===== src/rtl/lcd_byte_writer.sv =====
// lcd_byte_writer: sends one byte to an HD44780-style LCD as two 4-bit nibbles, then waits out the controller's busy time
//   Clock                   in   system clock, all state changes on the rising edge
//   Reset                   in   asynchronous, active-low reset
//   iData[7:0]              in   byte to send
//   iRS                     in   0 = command, 1 = character data
//   iValid                  in   byte offered; taken when oReady is also high
//   oReady                  out  high only while idle
//   oDone                   out  one-cycle pulse once a byte's write and wait have completed
//   oLCD_Data[3:0]          out  DB7..DB4
//   oLCD_Enabled            out  E strobe, registered
//   oLCD_RegisterSelect     out  RS pin
//   oLCD_ReadWrite          out  tied 0, write only
//   oLCD_StrataFlashControl out  tied 1, keeps the shared-bus flash disabled
module lcd_byte_writer #(
    parameter int T_SETUP     = 2,
    parameter int T_EN        = 12,
    parameter int T_HOLD      = 1,
    parameter int T_GAP       = 50,
    parameter int T_WAIT      = 2000,
    parameter int T_WAIT_LONG = 82000
) (
    input  logic       Clock,
    input  logic       Reset,
    input  logic [7:0] iData,
    input  logic       iRS,
    input  logic       iValid,
    output logic       oReady,
    output logic       oDone,
    output logic [3:0] oLCD_Data,
    output logic       oLCD_Enabled,
    output logic       oLCD_RegisterSelect,
    output logic       oLCD_ReadWrite,
    output logic       oLCD_StrataFlashControl
);

    function automatic int maxOf(input int a, input int b);
        return (a > b) ? a : b;
    endfunction

    localparam int MAX_LEN = maxOf(maxOf(maxOf(T_SETUP, T_EN), maxOf(T_HOLD, T_GAP)),
                                   maxOf(T_WAIT, T_WAIT_LONG));
    // Wide enough for the longest phase so the counter can never wrap
    localparam int CW = maxOf(17, $clog2(MAX_LEN + 1));

    // A zero-length phase still occupies one cycle
    function automatic logic [CW-1:0] loadOf(input int len);
        return (len < 1) ? '0 : CW'(len - 1);
    endfunction

    localparam logic [CW-1:0] LD_SETUP     = loadOf(T_SETUP);
    localparam logic [CW-1:0] LD_EN        = loadOf(T_EN);
    localparam logic [CW-1:0] LD_HOLD      = loadOf(T_HOLD);
    localparam logic [CW-1:0] LD_GAP       = loadOf(T_GAP);
    localparam logic [CW-1:0] LD_WAIT      = loadOf(T_WAIT);
    localparam logic [CW-1:0] LD_WAIT_LONG = loadOf(T_WAIT_LONG);

    typedef enum logic [3:0] {
        IDLE,
        SETUP_HI,
        PULSE_HI,
        HOLD_HI,
        GAP,
        SETUP_LO,
        PULSE_LO,
        HOLD_LO,
        WAIT
    } stateT;

    stateT         state;
    stateT         nextState;
    logic [CW-1:0] count;
    logic [CW-1:0] nextCount;
    logic [CW-1:0] loadValue;
    logic [7:0]    byteReg;
    logic [7:0]    nextByte;
    logic          rsReg;
    logic          nextRs;
    logic [3:0]    nextData;
    logic          nextEnabled;
    logic          nextRsOut;
    logic          nextDone;
    logic          accept;
    logic          phaseDone;
    logic          isClearHome;

    assign accept      = (state == IDLE) && iValid;
    assign phaseDone   = (count == '0);
    // Clear display / return home need the long busy time
    assign isClearHome = !rsReg && (byteReg inside {8'h01, 8'h02, 8'h03});

    assign oReady                  = (state == IDLE);
    assign oLCD_ReadWrite          = 1'b0;
    assign oLCD_StrataFlashControl = 1'b1;

    // State register: every output except the constants and oReady is registered
    always_ff @(posedge Clock or negedge Reset) begin
        if (!Reset) begin
            state               <= IDLE;
            count               <= '0;
            byteReg             <= '0;
            rsReg               <= 1'b0;
            oLCD_Data           <= '0;
            oLCD_Enabled        <= 1'b0;
            oLCD_RegisterSelect <= 1'b0;
            oDone               <= 1'b0;
        end else begin
            state               <= nextState;
            count               <= nextCount;
            byteReg             <= nextByte;
            rsReg               <= nextRs;
            oLCD_Data           <= nextData;
            oLCD_Enabled        <= nextEnabled;
            oLCD_RegisterSelect <= nextRsOut;
            oDone               <= nextDone;
        end
    end

    // Next state, phase counter and byte latch
    always_comb begin
        nextState = state;
        case (state)
            IDLE:     if (iValid)    nextState = SETUP_HI;
            SETUP_HI: if (phaseDone) nextState = PULSE_HI;
            PULSE_HI: if (phaseDone) nextState = HOLD_HI;
            HOLD_HI:  if (phaseDone) nextState = GAP;
            GAP:      if (phaseDone) nextState = SETUP_LO;
            SETUP_LO: if (phaseDone) nextState = PULSE_LO;
            PULSE_LO: if (phaseDone) nextState = HOLD_LO;
            HOLD_LO:  if (phaseDone) nextState = WAIT;
            WAIT:     if (phaseDone) nextState = IDLE;
            default:  nextState = IDLE;
        endcase
        loadValue = (nextState inside {SETUP_HI, SETUP_LO}) ? LD_SETUP :
                    (nextState inside {PULSE_HI, PULSE_LO}) ? LD_EN :
                    (nextState inside {HOLD_HI, HOLD_LO})   ? LD_HOLD :
                    (nextState == GAP)                      ? LD_GAP :
                    (nextState == WAIT)                     ? (isClearHome ? LD_WAIT_LONG : LD_WAIT) :
                                                              '0;
        // Every transition goes to a different state, so a change means "entering"
        nextCount = (nextState != state) ? loadValue : (phaseDone ? '0 : count - 1'b1);
        nextByte  = accept ? iData : byteReg;
        nextRs    = accept ? iRS : rsReg;
    end

    // Output values for the coming cycle, derived from the state being entered
    always_comb begin
        nextEnabled = nextState inside {PULSE_HI, PULSE_LO};
        nextData    = (nextState == IDLE) ? oLCD_Data :
                      (nextState inside {SETUP_HI, PULSE_HI, HOLD_HI, GAP}) ? nextByte[7:4] : nextByte[3:0];
        nextRsOut   = (nextState == IDLE) ? oLCD_RegisterSelect : nextRs;
        nextDone    = (state == WAIT) && phaseDone;
    end

endmodule


===== config.mk =====
export PLATFORM = sky130hd
export DESIGN_NAME = lcd_byte_writer
export DESIGN_NICKNAME = d
export VERILOG_FILES = /design/src/rtl/lcd_byte_writer.sv
export SDC_FILE = /design/constraint.sdc
export NUM_CORES = 1
export LEC_CHECK = 0
export BUFFER_PORTS_ARGS = -buffer_cell sky130_fd_sc_hd__buf_2
export CORE_UTILIZATION = 57
export DETAILED_ROUTE_END_ITERATION = 8
export HOLD_SLACK_MARGIN = 0.06
export PLACE_DENSITY = 0.75
export SYNTH_ARGS = -nofsm -noshare
export SYNTH_HDL_FRONTEND = slang
export SYNTH_SLANG_ARGS = --single-unit

===== constraint.sdc =====
create_clock -name Clock -period 2.8 [get_ports Clock]
set_clock_uncertainty 0.15 [all_clocks]
set_input_delay 0.42 -clock Clock [delete_from_list [all_inputs] [get_ports Clock]]
set_output_delay 0.42 -clock Clock [all_outputs]
set_load 0.02 [all_outputs]

==> results.sh <==
export IMPL_run_status="complete, no violations"
export IMPL_placed_cell_area_mm2=0.00203
export IMPL_synth_edf_count=0
export IMPL_hold_class="input port to flip-flop"
export IMPL_arrival_ns=2.37
export IMPL_synth_cell_type_count=49
export IMPL_clkTransAtPathRegs_ns=0.10
export IMPL_tritoncts="built"
export IMPL_rows=20
export IMPL_synth_seq_cells=37
export IMPL_coreArea_mm2=0.00313
export IMPL_syn_nets=204
export IMPL_crit_type="flip-flop to flip-flop"
export IMPL_dpl_worst_slack_ns=0.476
export IMPL_yosys_top_cells_count="37 x dfrtp_1, 23 x nor2_1, 17 x o21ai_0"
export IMPL_cap_violations=0
export IMPL_h_tree_depth=2
export IMPL_cts_buffer_depth=2
export IMPL_drv_slew=0
export IMPL_ys_top_cells_by_area="dfrtp_1 48%, nor2_1 4.5%, o21ai_0 4.4%, mux2i_1 4.2%, xnor2_1 3.7%"
export IMPL_num_vias=1428
export IMPL_final_core_util_pct=67.6
export IMPL_drt_iter0_markers=79
export IMPL_final_area_mm2=0.00212
export IMPL_detailedPlacementHpwl_um=2720
export IMPL_grt_start_max_net_pins=38
export IMPL_endpoint_kind="flip-flop"
export IMPL_start_util_pct=61.3
export IMPL_hold_ws_ns=0.171
export IMPL_hold_violations=0
export IMPL_antenna_left=0
export IMPL_postCtsSetupBuffers=0
export IMPL_die_w_um=60.0
export IMPL_place_gp_congestion=0.867
export IMPL_ys_seq_area_share_pct=48.3
export IMPL_cts_root_buf="clkbuf_4"
export IMPL_grt_usage_pct=24.2
export IMPL_critPathMaxFanout=7
export IMPL_synth_top_area_share_pct=48.3
export IMPL_yosysWarnings=0
export IMPL_drive_gt1_share_pct=18.6
export IMPL_max_freq_mhz=427
export IMPL_synth_top_area_cell="dfrtp_1"
export IMPL_tightest_slew_ns=0.804
export IMPL_drc=0
export IMPL_antenna_found_initial=0
export IMPL_dieArea_mm2=0.00360
export IMPL_drt_pass1_iterations=4
export IMPL_synthCells=190
export IMPL_grt_pass1_wl_um=6280
export IMPL_pin_count=22
export IMPL_fp_dieH_um=60.0
export IMPL_port_buffers=19
export IMPL_areaGrowthSynthToFinish_pct=10.3
export IMPL_setup_viol=0
export IMPL_tns_ns=0
export IMPL_synth_ff_type="dfrtp_1"
export IMPL_grt_pass1_vias=1390
export IMPL_setup_slack_ns=0.460
export IMPL_crit_required_ns=2.83
export IMPL_routed_wl_um=3670
export IMPL_synth_area_mm2=0.00192
export IMPL_grt_ovfl_total=0
export IMPL_cts_sinks=37
export IMPL_powerDensity_mw_per_mm2=884
export IMPL_clk_latency_ns=0.32
export IMPL_final_nets=224
export IMPL_avgSynthCellArea_um2=10.1
export IMPL_relSlewSlack_pct=46.4
export IMPL_rsz0062_at_grt="false"
export IMPL_viasPerCell=5.62
export IMPL_fin_crit_sh_pct=83.6
export IMPL_peakVddDrop_mv=0.520
export IMPL_num_antenna_cells=0
export IMPL_cts_buffers=5
export IMPL_synth_most_common_cell="dfrtp_1"
export IMPL_async_reset_ff_share_pct=100
export IMPL_worstSetupStartpointType="flip-flop"
export IMPL_fin_crit_ns=2.34
export IMPL_wl_per_cell_um=14.5
export IMPL_leakagePower_nw=1.04
kinds of logic after synthesis:
kind of cell,count (synthesis),share of synthesized area [%]
mux,9,4.76
other cells,2,0.392
flops,37,48.3
simple gates,67,20.6
compound gates,34,12.5
buf+inv,24,5.35
xor+xnor,15,6.85
fa+ha+maj,2,1.30
layout by cell type, fill, tap and decap left out, types with 2 or more instances in the layout:
| cell | n |
|---|---|
| dfrtp_1 | 37 |
| nand3_1 | 4 |
| xnor2_1 | 8 |
| nor2_1 | 23 |
| nor3b_1 | 2 |
| nand4_1 | 2 |
| ha_1 | 2 |
| nor4_1 | 4 |
| a222oi_1 | 4 |
| o21ai_0 | 17 |
| conb_1 | 2 |
| buf_2 | 19 |
| clkbuf_4 | 5 |
| or3_1 | 5 |
| nand2_1 | 9 |
| mux2i_1 | 8 |
| xor2_1 | 7 |
| inv_1 | 16 |
| and3_1 | 2 |
| or4_1 | 2 |
sequential cells by signal, summed over array words and instances, names as in the netlist:
register and flops:
oDone 1, state 4, count 17, oLCD_RegisterSelect 1
oLCD_Enabled 1, rsReg 1, oLCD_Data 4, byteReg 8
metrics by stage:
step / power (mW) / std cells
6_report: 1.87 / 254
5_1_grt: 2.02 / 254
4_1_cts: 1.88 / 254
3_5_place_dp: 1.53 / 246
3_3_place_gp: 1.50 / 246
2_1_floorplan: 1.35 / 190
metal layers:
metal,vias to the layer above,track usage (%),part of all wire [%]
met5,-,0,0
met4,0,6.98,1.6
met3,6,8.44,3.9
met2,38,35.7,47
met1,680,33.5,47
li1,704,-,-
power breakdown:
part / leakage (nW) / total (mW) / switching, mW / internal (mW)
Clock: 0.0410 / 0.345 / 0.163 / 0.182
Sequential: 0.464 / 0.943 / 0.201 / 0.741
Combinational: 0.536 / 0.582 / 0.310 / 0.272
final timing paths:
kind	startpoint	endpoint	slack [ns]	cells past startpoint
max in group asynchronous	Reset	count[14]$_DFF_PN0_	1.43	2
hold / removal	iData[1]	byteReg[1]$_DFF_PN0_	0.17	3
min in group asynchronous	Reset	count[0]$_DFF_PN0_	0.56	2
setup / recovery	count[11]$_DFF_PN0_	oLCD_Data[3]$_DFFE_PN0P_	0.46	5
setup reg to reg	count[11]$_DFF_PN0_	oLCD_Data[3]$_DFFE_PN0P_	0.46	5
hold reg to reg	byteReg[7]$_DFF_PN0_	byteReg[7]$_DFF_PN0_	0.38	2
critical path: stages, from the launching register on:
cell      delay (ns)
dfrtp_1         0.43
or4_4           0.56
and4b_2         0.37
nand2_1         0.21
o211ai_2        0.32
a222oi_1        0.16
timing repair:
| action | 4_1_cts | 5_1_grt |
|---|---|---|
| endpoints found under the hold margin | 37 | 0 |
| resized for setup | 0 | 0 |
| hold buffers | 1 | 0 |
layout make-up:
type	count	area, um2
clock buffer	5	37.5
clock inverter	2	35.0
fill	255	1010
inverter	16	60.1
multi-input combinational	129	890
sequential	37	926
tap	44	55.1
timing repair buffer	21	113
No activity file was read; power rests on OpenSTA's default activity.
